File: config.mk
export PLATFORM = sky130hd
export DESIGN_NAME = oled_refresh_scheduler_flat
export DESIGN_NICKNAME = d
export VERILOG_FILES = /design/src/rtl/oled_refresh_scheduler_pkg.sv /design/src/rtl/oled_refresh_scheduler_if.sv /design/src/rtl/oled_refresh_scheduler_rr_arbiter2.sv /design/src/rtl/oled_refresh_scheduler.sv /design/src/flat_wrapper.sv
export SDC_FILE = /design/constraint.sdc
export NUM_CORES = 1
export LEC_CHECK = 0
export BUFFER_PORTS_ARGS = -buffer_cell sky130_fd_sc_hd__buf_2
export CAP_MARGIN = 20
export CORE_MARGIN = 4
export CORE_UTILIZATION = 40
export DETAILED_ROUTE_END_ITERATION = 10
export HOLD_SLACK_MARGIN = 0.02
export PLACE_DENSITY = 0.66
export SYNTH_ARGS = -nofsm -noshare
export SYNTH_HDL_FRONTEND = slang
export SYNTH_SLANG_ARGS = --single-unit
File: constraint.sdc
create_clock -name CLK -period 2 [get_ports CLK]
set_input_delay 0 -clock CLK [delete_from_list [all_inputs] [get_ports CLK]]
set_output_delay 0 -clock CLK [all_outputs]
set_load 0.02 [all_outputs]
File: src/rtl/oled_refresh_scheduler_pkg.sv
// Shared definitions for the OLED refresh scheduler: FSM state encoding,
// line count and the width of a line index.
package oled_sched_pkg;

  localparam int NUM_LINES = 4;
  localparam int IDX_W     = 2;
  localparam int CNT_W     = 32;

  typedef enum logic [1:0] {
    ST_IDLE    = 2'd0,
    ST_LATCH   = 2'd1,
    ST_REFRESH = 2'd2,
    ST_HOLD    = 2'd3
  } sched_state_t;

endpackage

File: src/rtl/oled_refresh_scheduler_if.sv
// Line-writer port: one write of a display line per handshake, with an
// optional commit that asks the scheduler for a refresh. ready is the grant.
interface oled_refresh_scheduler_if #(
  parameter int DATA_W = 32
);

  logic                             valid;
  logic [oled_sched_pkg::IDX_W-1:0] idx;
  logic [DATA_W-1:0]                data;
  logic                             commit;
  logic                             ready;

  modport master (output valid, output idx, output data, output commit, input ready);
  modport slave  (input valid, input idx, input data, input commit, output ready);

endinterface

File: src/rtl/oled_refresh_scheduler_rr_arbiter2.sv
// Two-requester round-robin arbiter. A lone requester always wins; under
// contention the requester named by the pointer wins and the pointer flips.
module rr_arbiter2 (
  input  logic       clk,
  input  logic       rst_n,
  input  logic [1:0] req,
  output logic [1:0] grant
);

  logic ptr_r;

  // Combinational grant: at most one bit set.
  always_comb begin
    grant = 2'b00;
    case (req)
      2'b01:   grant = 2'b01;
      2'b10:   grant = 2'b10;
      2'b11:   grant = ptr_r ? 2'b10 : 2'b01;
      default: grant = 2'b00;
    endcase
  end

  // Pointer moves to the other requester only after a contended grant.
  always_ff @(posedge clk or negedge rst_n) begin
    if (!rst_n) begin
      ptr_r <= 1'b0;
    end else if (req == 2'b11) begin
      ptr_r <= ~ptr_r;
    end else begin
      ptr_r <= ptr_r;
    end
  end

endmodule

File: src/rtl/oled_refresh_scheduler.sv
// OLED refresh scheduler: two writers share four shadow line registers, a
// commit marks the frame dirty, and the FSM latches the shadows into the
// display lines and drives PmodOLEDCtrl's EN/FIN handshake, followed by a
// holdoff so refreshes are rate-limited. Display lines never change while
// a refresh is in flight.
module oled_refresh_scheduler
  import oled_sched_pkg::*;
#(
  parameter int DATA_W      = 32,
  parameter int HOLDOFF     = 100000,
  parameter int FIN_TIMEOUT = 2000000
) (
  input  logic                      CLK,
  input  logic                      RST,
  oled_refresh_scheduler_if.slave   s0,
  oled_refresh_scheduler_if.slave   s1,
  output logic                      oled_en,
  input  logic                      oled_fin,
  output logic [DATA_W-1:0]         line0,
  output logic [DATA_W-1:0]         line1,
  output logic [DATA_W-1:0]         line2,
  output logic [DATA_W-1:0]         line3,
  output logic                      busy,
  output logic                      err_timeout
);

  localparam logic [CNT_W-1:0] CNT_MAX   = {CNT_W{1'b1}};
  localparam logic [CNT_W-1:0] CNT_ONE   = {{(CNT_W-1){1'b0}}, 1'b1};
  localparam logic [CNT_W-1:0] HOLD_LAST = (HOLDOFF > 0) ? CNT_W'(HOLDOFF - 1) : '0;
  localparam logic [CNT_W-1:0] TO_LAST   = (FIN_TIMEOUT > 0) ? CNT_W'(FIN_TIMEOUT - 1) : '0;
  localparam bit               TO_EN     = (FIN_TIMEOUT > 0);

  // Arbitration and the selected write
  logic [1:0]        req_s;
  logic [1:0]        grant_s;
  logic              wr_en_s;
  logic [IDX_W-1:0]  wr_idx_s;
  logic [DATA_W-1:0] wr_data_s;
  logic              wr_commit_s;

  // Buffers and control state
  logic [DATA_W-1:0] shadow_r [NUM_LINES];
  logic [DATA_W-1:0] line_r   [NUM_LINES];
  logic              dirty_r;
  logic              fin_q_r;
  logic              fin_rise_s;
  logic [CNT_W-1:0]  cnt_r;
  sched_state_t      state_r;
  sched_state_t      next_state_s;
  logic              to_hit_s;
  logic              oled_en_r;
  logic              busy_r;
  logic              err_r;

  assign req_s = {s1.valid, s0.valid};

  rr_arbiter2 u_arb (
    .clk   (CLK),
    .rst_n (RST),
    .req   (req_s),
    .grant (grant_s)
  );

  assign s0.ready = grant_s[0];
  assign s1.ready = grant_s[1];

  // Route the granted writer onto a single write port; commit only counts when granted.
  always_comb begin
    wr_en_s     = 1'b0;
    wr_idx_s    = '0;
    wr_data_s   = '0;
    wr_commit_s = 1'b0;
    if (grant_s[1]) begin
      wr_en_s     = 1'b1;
      wr_idx_s    = s1.idx;
      wr_data_s   = s1.data;
      wr_commit_s = s1.commit;
    end else if (grant_s[0]) begin
      wr_en_s     = 1'b1;
      wr_idx_s    = s0.idx;
      wr_data_s   = s0.data;
      wr_commit_s = s0.commit;
    end else begin
      wr_en_s     = 1'b0;
      wr_commit_s = 1'b0;
    end
  end

  // Shadow lines accept a granted write in every state.
  always_ff @(posedge CLK or negedge RST) begin
    if (!RST) begin
      for (int i = 0; i < NUM_LINES; i++) begin
        shadow_r[i] <= '0;
      end
    end else if (wr_en_s) begin
      shadow_r[wr_idx_s] <= wr_data_s;
    end
  end

  // Display lines load only in LATCH, with a same-cycle write bypassing the shadow.
  always_ff @(posedge CLK or negedge RST) begin
    if (!RST) begin
      for (int i = 0; i < NUM_LINES; i++) begin
        line_r[i] <= '0;
      end
    end else if (state_r == ST_LATCH) begin
      for (int i = 0; i < NUM_LINES; i++) begin
        line_r[i] <= (wr_en_s && (wr_idx_s == IDX_W'(i))) ? wr_data_s : shadow_r[i];
      end
    end
  end

  // Dirty flag: a granted commit sets it and beats the clear in LATCH.
  always_ff @(posedge CLK or negedge RST) begin
    if (!RST) begin
      dirty_r <= 1'b0;
    end else if (wr_commit_s) begin
      dirty_r <= 1'b1;
    end else if (state_r == ST_LATCH) begin
      dirty_r <= 1'b0;
    end else begin
      dirty_r <= dirty_r;
    end
  end

  // Delayed FIN for rising-edge detection.
  always_ff @(posedge CLK or negedge RST) begin
    if (!RST) begin
      fin_q_r <= 1'b0;
    end else begin
      fin_q_r <= oled_fin;
    end
  end

  assign fin_rise_s = oled_fin & ~fin_q_r;

  // Cycles spent in the current state; restarts on every transition and saturates.
  always_ff @(posedge CLK or negedge RST) begin
    if (!RST) begin
      cnt_r <= '0;
    end else if (next_state_s != state_r) begin
      cnt_r <= '0;
    end else if (cnt_r != CNT_MAX) begin
      cnt_r <= cnt_r + CNT_ONE;
    end else begin
      cnt_r <= cnt_r;
    end
  end

  // FSM state register.
  always_ff @(posedge CLK or negedge RST) begin
    if (!RST) begin
      state_r <= ST_IDLE;
    end else begin
      state_r <= next_state_s;
    end
  end

  // FSM next state and timeout detection.
  always_comb begin
    next_state_s = state_r;
    to_hit_s     = 1'b0;
    case (state_r)
      ST_IDLE: begin
        if (dirty_r) begin
          next_state_s = ST_LATCH;
        end else begin
          next_state_s = ST_IDLE;
        end
      end
      ST_LATCH: begin
        next_state_s = ST_REFRESH;
      end
      ST_REFRESH: begin
        if (fin_rise_s) begin
          next_state_s = ST_HOLD;
        end else if (TO_EN && (cnt_r >= TO_LAST)) begin
          next_state_s = ST_HOLD;
          to_hit_s     = 1'b1;
        end else begin
          next_state_s = ST_REFRESH;
        end
      end
      ST_HOLD: begin
        if (cnt_r >= HOLD_LAST) begin
          next_state_s = ST_IDLE;
        end else begin
          next_state_s = ST_HOLD;
        end
      end
      default: begin
        next_state_s = ST_IDLE;
      end
    endcase
  end

  // Registered handshake and status outputs, aligned with the state register.
  always_ff @(posedge CLK or negedge RST) begin
    if (!RST) begin
      oled_en_r <= 1'b0;
      busy_r    <= 1'b0;
      err_r     <= 1'b0;
    end else begin
      oled_en_r <= (next_state_s == ST_REFRESH);
      busy_r    <= (next_state_s != ST_IDLE);
      err_r     <= err_r | to_hit_s;
    end
  end

  assign oled_en     = oled_en_r;
  assign busy        = busy_r;
  assign err_timeout = err_r;
  assign line0       = line_r[0];
  assign line1       = line_r[1];
  assign line2       = line_r[2];
  assign line3       = line_r[3];

endmodule

File: src/flat_wrapper.sv
// flat-port wrapper written by rule: the top's interface ports become plain ports
module oled_refresh_scheduler_flat import oled_sched_pkg::*;
#(
  parameter int DATA_W      = 32,
  parameter int HOLDOFF     = 100000,
  parameter int FIN_TIMEOUT = 2000000
)
  (CLK, RST, oled_en, oled_fin, line0, line1, line2, line3, busy, err_timeout, s0_valid, s0_idx, s0_data, s0_commit, s0_ready, s1_valid, s1_idx, s1_data, s1_commit, s1_ready);
  oled_refresh_scheduler_if #(.DATA_W(DATA_W)) s0_i ();
  oled_refresh_scheduler_if #(.DATA_W(DATA_W)) s1_i ();
  input  logic CLK;
  input  logic RST;
  output logic oled_en;
  input  logic oled_fin;
  output logic [DATA_W-1:0] line0;
  output logic [DATA_W-1:0] line1;
  output logic [DATA_W-1:0] line2;
  output logic [DATA_W-1:0] line3;
  output logic busy;
  output logic err_timeout;
  input wire logic [$bits(s0_i.valid)-1:0] s0_valid;
  input wire logic [$bits(s0_i.idx)-1:0] s0_idx;
  input wire logic [$bits(s0_i.data)-1:0] s0_data;
  input wire logic [$bits(s0_i.commit)-1:0] s0_commit;
  output wire logic [$bits(s0_i.ready)-1:0] s0_ready;
  input wire logic [$bits(s1_i.valid)-1:0] s1_valid;
  input wire logic [$bits(s1_i.idx)-1:0] s1_idx;
  input wire logic [$bits(s1_i.data)-1:0] s1_data;
  input wire logic [$bits(s1_i.commit)-1:0] s1_commit;
  output wire logic [$bits(s1_i.ready)-1:0] s1_ready;
  assign s0_i.valid = s0_valid;
  assign s0_i.idx = s0_idx;
  assign s0_i.data = s0_data;
  assign s0_i.commit = s0_commit;
  assign s0_ready = s0_i.ready;
  assign s1_i.valid = s1_valid;
  assign s1_i.idx = s1_idx;
  assign s1_i.data = s1_data;
  assign s1_i.commit = s1_commit;
  assign s1_ready = s1_i.ready;
  oled_refresh_scheduler #(.DATA_W(DATA_W), .HOLDOFF(HOLDOFF), .FIN_TIMEOUT(FIN_TIMEOUT)) u_core (.CLK(CLK), .RST(RST), .s0(s0_i), .s1(s1_i), .oled_en(oled_en), .oled_fin(oled_fin), .line0(line0), .line1(line1), .line2(line2), .line3(line3), .busy(busy), .err_timeout(err_timeout));
endmodule
## Word-level counts from Yosys, hierarchy flattened

Cells that the tools add are included.

- Output and inout port bits: 133
- Bits of input ports: 75
- Word-level logic and storage cells: 77
- Register bits: 296

- Reduce and logical (&&, ||, !) cells: 10
- Mux-type cells: 29
- Add/subtract/negate cells: 1
- Equality and inequality tests: 12
- $lt $le $gt $ge: 4
- Bitwise logic cells: 5

Operators by type and width:

| kind | count |
|---|---|
| 2-to-1 mux 32 bit | 9 |
| bitwise mux 128 bit | 1 |
| demux 32 bit (select 2 bit) | 1 |
| adder 32 x 1 -> 32 bit (second input constant) | 1 |
| greater-or-equal comparator 32 x 17 -> 1 bit (second input constant) | 1 |
| greater-or-equal comparator 32 x 21 -> 1 bit (second input constant) | 1 |
| != test 32 bit (second input constant) | 1 |
| equality test 2 bit (second input constant) | 7 |
| 2-to-1 mux 1 bit | 11 |
| 2-to-1 mux 2 bit | 5 |
| case mux 2 bit (4 select lines) | 1 |
| equality test 2 x 1 -> 1 bit (second input constant) | 3 |
| case mux 2 bit (3 select lines) | 1 |
| nonzero test 2 bit | 3 |
| logical AND 1 bit | 5 |
| zero test 2 bit | 2 |
| greater-or-equal comparator 3 bit (second input constant) | 1 |
| < comparator 3 x 1 -> 1 bit (second input constant) | 1 |
| NOT 2 -> 3 bit | 1 |
| != test 2 bit | 1 |
| NOT 1 bit | 2 |
| bitwise AND 1 bit | 1 |
| OR 1 bit | 1 |

## Depth between registers and ports, before layout

- Depth after elaboration: 10
- Gate-level depth with buffers: 8
- Mapped depth without buffers: 6

## Hierarchy

Synthesis repeated with hierarchy kept, for this count alone.

- Cells, all modules: 975
- Area, all modules: 11975.2 um2

By module, submodules not included:

| module | cells an instance | area each (um2) | instances | sequential area each (um2) |
|---|---|---|---|---|
| oled_refresh_scheduler | 969 | 11918.9 | 1 | 7382.1 |
| rr_arbiter2 | 6 | 56.3 | 1 | 25.0 |

## Least setup slack after synthesis

Ideal clock, no wire load.

- Kind: register to register
- Start: register u_core.cnt_r[0]
- End: register u_core.cnt_r[0]
- Arrival time: 2.078 ns
- Cell stages (with the launch flop): 8
- Path slack: -0.213 ns
- Required time: 1.864 ns
- Period minus slack after synthesis: 2.213 ns
- Setup time: 0.136 ns
- Path buffers: 1
- Cells stage by stage: dfrtp_1 > ha_1 > nand2_1 > o311ai_0 > a21boi_0 > a211oi_1 > clkbuf_1 > nor2_1

- Word-level cells in the longest chain between the ends: 6
- Elaborated cells on any way between the ends: 12
- Classes of those cells: add/sub: 1; order compare: 2; eq/ne: 2; mux: 6; reduce/logical: 1

Ends and longest elaborated chain:

| element | RTL line | RTL |
|---|---|---|
| from (decl) | oled_refresh_scheduler.sv:47 | `logic [CNT_W-1:0] cnt_r;` |
| from (signal assigned) | oled_refresh_scheduler.sv:144 | `cnt_r <= cnt_r + CNT_ONE;` |
| from (signal assigned) | oled_refresh_scheduler.sv:146 | `cnt_r <= cnt_r;` |
| greater-or-equal comparator 32 x 21 -> 1 bit | oled_refresh_scheduler.sv:177 | `end else if (TO_EN && (cnt_r >= TO_LAST)) begin` |
| 2-to-1 mux 1 bit | oled_refresh_scheduler.sv:177 |  |
| 2-to-1 mux 2 bit | oled_refresh_scheduler.sv:175 | `if (fin_rise_s) begin` |
| case mux 2 bit (4 select lines) | oled_refresh_scheduler.sv:163 | `case (state_r)` |
| != test 2 bit | oled_refresh_scheduler.sv:141 | `end else if (next_state_s != state_r) begin` |
| 2-to-1 mux 32 bit or nonzero test 2 bit (tied branches) | n/a |  |

Parallel ways exist; a longest one is shown, timed or not. The select of a mux whose other input is x is not followed.
A chain may end at the register's enable or synchronous reset.

## Final worst setup path

- Start: register u_core.cnt_r[1]
- End: register u_core.cnt_r[28]

The elaborated chain is that of the path after synthesis.

==> results.txt <==
Outcome: finished with violations
Failing checks: setup timing
Num CTS Buffers: 34
Final ANT Viol Nets: 0
Max-slew headroom: 66.9%
Vias: 10.9k
Initial Util: 40.9%
Final Max Tran Viols: 0
Final setup vio count: 17
Crit end category: flip-flop
Die area: 34,400 µm²
Total Nets Final: 1,704
# rows: 64
Peak supply drop: 811 µV
Routability congestion estimate from global placement: 0.865
Tmin final: 2.10 ns
Pwr per Cell Area: 1460 nW/µm²
Length in cells of the worst reg-to-reg path: 7
Worst Path Buf+Inv: 1
Top cell type's share of synthesized area: 58.8%
Synth top area cells: dfrtp_1, nor2_1, o31ai_1
EDFF count, synth: 0
Required time worst endpoint: 2.43 ns
Avg Cell Area, Syn: 10.0 µm²
Critical Path Slowest Stage Cell: or4_4
Max incr delay on CP: 0.47 ns
Vias in the first global route: 10.3k
CP arrival: 2.54 ns
Most frequent cell after synthesis: dfrtp_1
Synth cell types: 50
Crit path max-delay family: simple AND/OR/NAND/NOR gates
Port Buffers: 207
Ant. Diodes: 0
Layout Skew: 0.0186 ns
Filler cells: 2,615
Root Buffer Master: clkbuf_16
Levels on crit path: 7
Synth Flop Type: dfrtp_1
Worst Path Max Fanout: 7
Final wirelength: 35,800 µm
Routed WL per cell: 17.5 µm
Clk sinks: 296
Final worst setup slack: -0.104 ns
Cells along the critical path: ha_4 > nand2_4 > buf_6 > or3_4 > or4_4 > or3_1 > a21oi_2
Synth async-reset ratio: 100%
CP Launch Type: flip-flop
H-tree depth: 2
DRC Markers: 0
HPWL Detailed: 22,000 µm
Max Cap Violations: 0
TNS Setup: -0.884 ns
Die W: 185 µm
RSZ-0062 raised after global routing: true
Yosys warns: 0
Max Clk Rate: 0.475 GHz
CTS tree: done
I/O Pins: 208
Class of the most critical setup path: flip-flop to flip-flop
Gr ovfl total: 0
Drt pass-1 iters: 5
Overall routing resource usage: 19.1%
Skew-Pair Late Insertion Delay: 0.50 ns
Leakage power: 7.96 nW
Minimum hold slack: 0.0292 ns
Maximum number of pins on one net before global-route repair: 101
Core area: 30,800 µm²
Cells after synthesis: 1,257
Synth-to-Final Area Change: 38.7%
Worst Max-Slew Pin Slew: 0.489 ns
Number of synthesized register bits: 296
Fin util: 56.7%
Final hold violation count: 0
DRT iter0 DRCs: 648
CTS Buffer Depth: 3
Period utilization: 105%
DR vias/cell: 5.30
HP Class: input pin to async pin
Share of cells above drive strength 1: 28.3%
Synth Cell Area: 12,600 µm²
First-pass GRT wire length: 53,400 µm
Commonest cells in the netlist: dfrtp_1, nor2_1, nand2_1
Register area share after synthesis: 58.8%
Leading area contributor after synthesis: dfrtp_1
Initial antenna violation count: 0
Synthesized Nets: 1,333
Die Y: 185 µm
CTS clk-pin slew, worst paths: 0.06 ns
[cell type report]
type / count / area, µm² / share of cell area [%]
clock buffers: 49 / 998 / 5.71
clock inverters: 12 / 220 / 1.26
inverters: 11 / 41.3 / 0.236
multi-input cells: 870 / 5180 / 29.7
flip-flops and latches: 296 / 7410 / 42.4
well taps: 396 / 495 / 2.84
repair buffers: 415 / 3120 / 17.9
[per-stage QoR]
stage | setup slack (ns) | std cells | total power, mW | instance area, µm²
2_1_floorplan | -0.133 | 1257 | 15.2 | 12600
3_3_place_gp | -0.131 | 1890 | 18.2 | 14900
3_5_place_dp | -0.182 | 1890 | 18.5 | 14900
4_1_cts | -0.103 | 2025 | 25.5 | 17000
5_1_grt | -0.180 | 2049 | 27.0 | 17500
6_report | -0.104 | 2049 | 25.5 | 17500
[sequential cells by signal, summed over array words and instances (netlist names), 2 cells and up]
register / flops
u_core.line1: 32
u_core.line0: 32
u_core.line3: 32
u_core.line2: 32
u_core.shadow_r: 128
u_core.state_r: 2
u_core.cnt_r: 32
[power breakdown]
part	switching [mW]	internal, mW
Clock	2.47	4.26
Combinational	5.62	3.48
Sequential	1.26	8.39
[path summary, 6_finish.rpt]
path | from | to | slack (ns)
max in group asynchronous | RST | u_core.u_arb.ptr_r$_DFFE_PN0N_ | 1.27
hold reg to reg | u_core.err_timeout$_DFF_PN0_ | u_core.err_timeout$_DFF_PN0_ | 0.47
setup / recovery | u_core.cnt_r[1]$_DFFE_PN0P_ | u_core.cnt_r[28]$_DFFE_PN0P_ | -0.10
min in group CLK | oled_fin | u_core.fin_q_r$_DFF_PN0_ | 0.16
hold / removal | RST | u_core.cnt_r[2]$_DFFE_PN0P_ | 0.03
setup reg to reg | u_core.cnt_r[1]$_DFFE_PN0P_ | u_core.cnt_r[28]$_DFFE_PN0P_ | -0.10
[cells in the final DEF, fill, tap and decap left out, types with 14 or more instances in the layout]
master,count
a22oi_1,14
dlygate4sd3_1,70
a22oi_2,18
nor2_1,277
and2_1,99
nor3b_1,32
a21oi_1,47
buf_2,206
a221o_1,32
dfrtp_1,294
nand2_1,118
o31ai_1,102
clkbuf_16,43
buf_4,106
[kinds of logic (layout without fill, tap and decap cells)]
logic type | after synthesis | count (layout) | share of synthesized area [%]
buf+inv | 91 | 487 | 2.86
mux | 1 | 1 | 0.0795
compound gates | 258 | 258 | 15.0
simple gates | 599 | 599 | 22.4
flops | 296 | 296 | 58.8
fa+ha+maj | 1 | 1 | 0.0993
xor+xnor | 11 | 11 | 0.765
[per-layer routing]
metal  part of all wire, %  global-route usage [%]
met1                    44                    25.9
met2                    49                    31.6
met3                   5.1                    3.71
met4                   2.3                    5.40
met5                     0                       0
[what timing repair did]
action / 4_1_cts / 5_1_grt
cloned: 1 / 10
pin swaps: 8 / 24
hold endpoints to repair: 395 / 0
setup buffers: 3 / 16
gates resized for setup: 32 / 48
hold buffers: 70 / 0
endpoints found under the setup margin: 45 / 76
(Power assumes the default switching activity.)
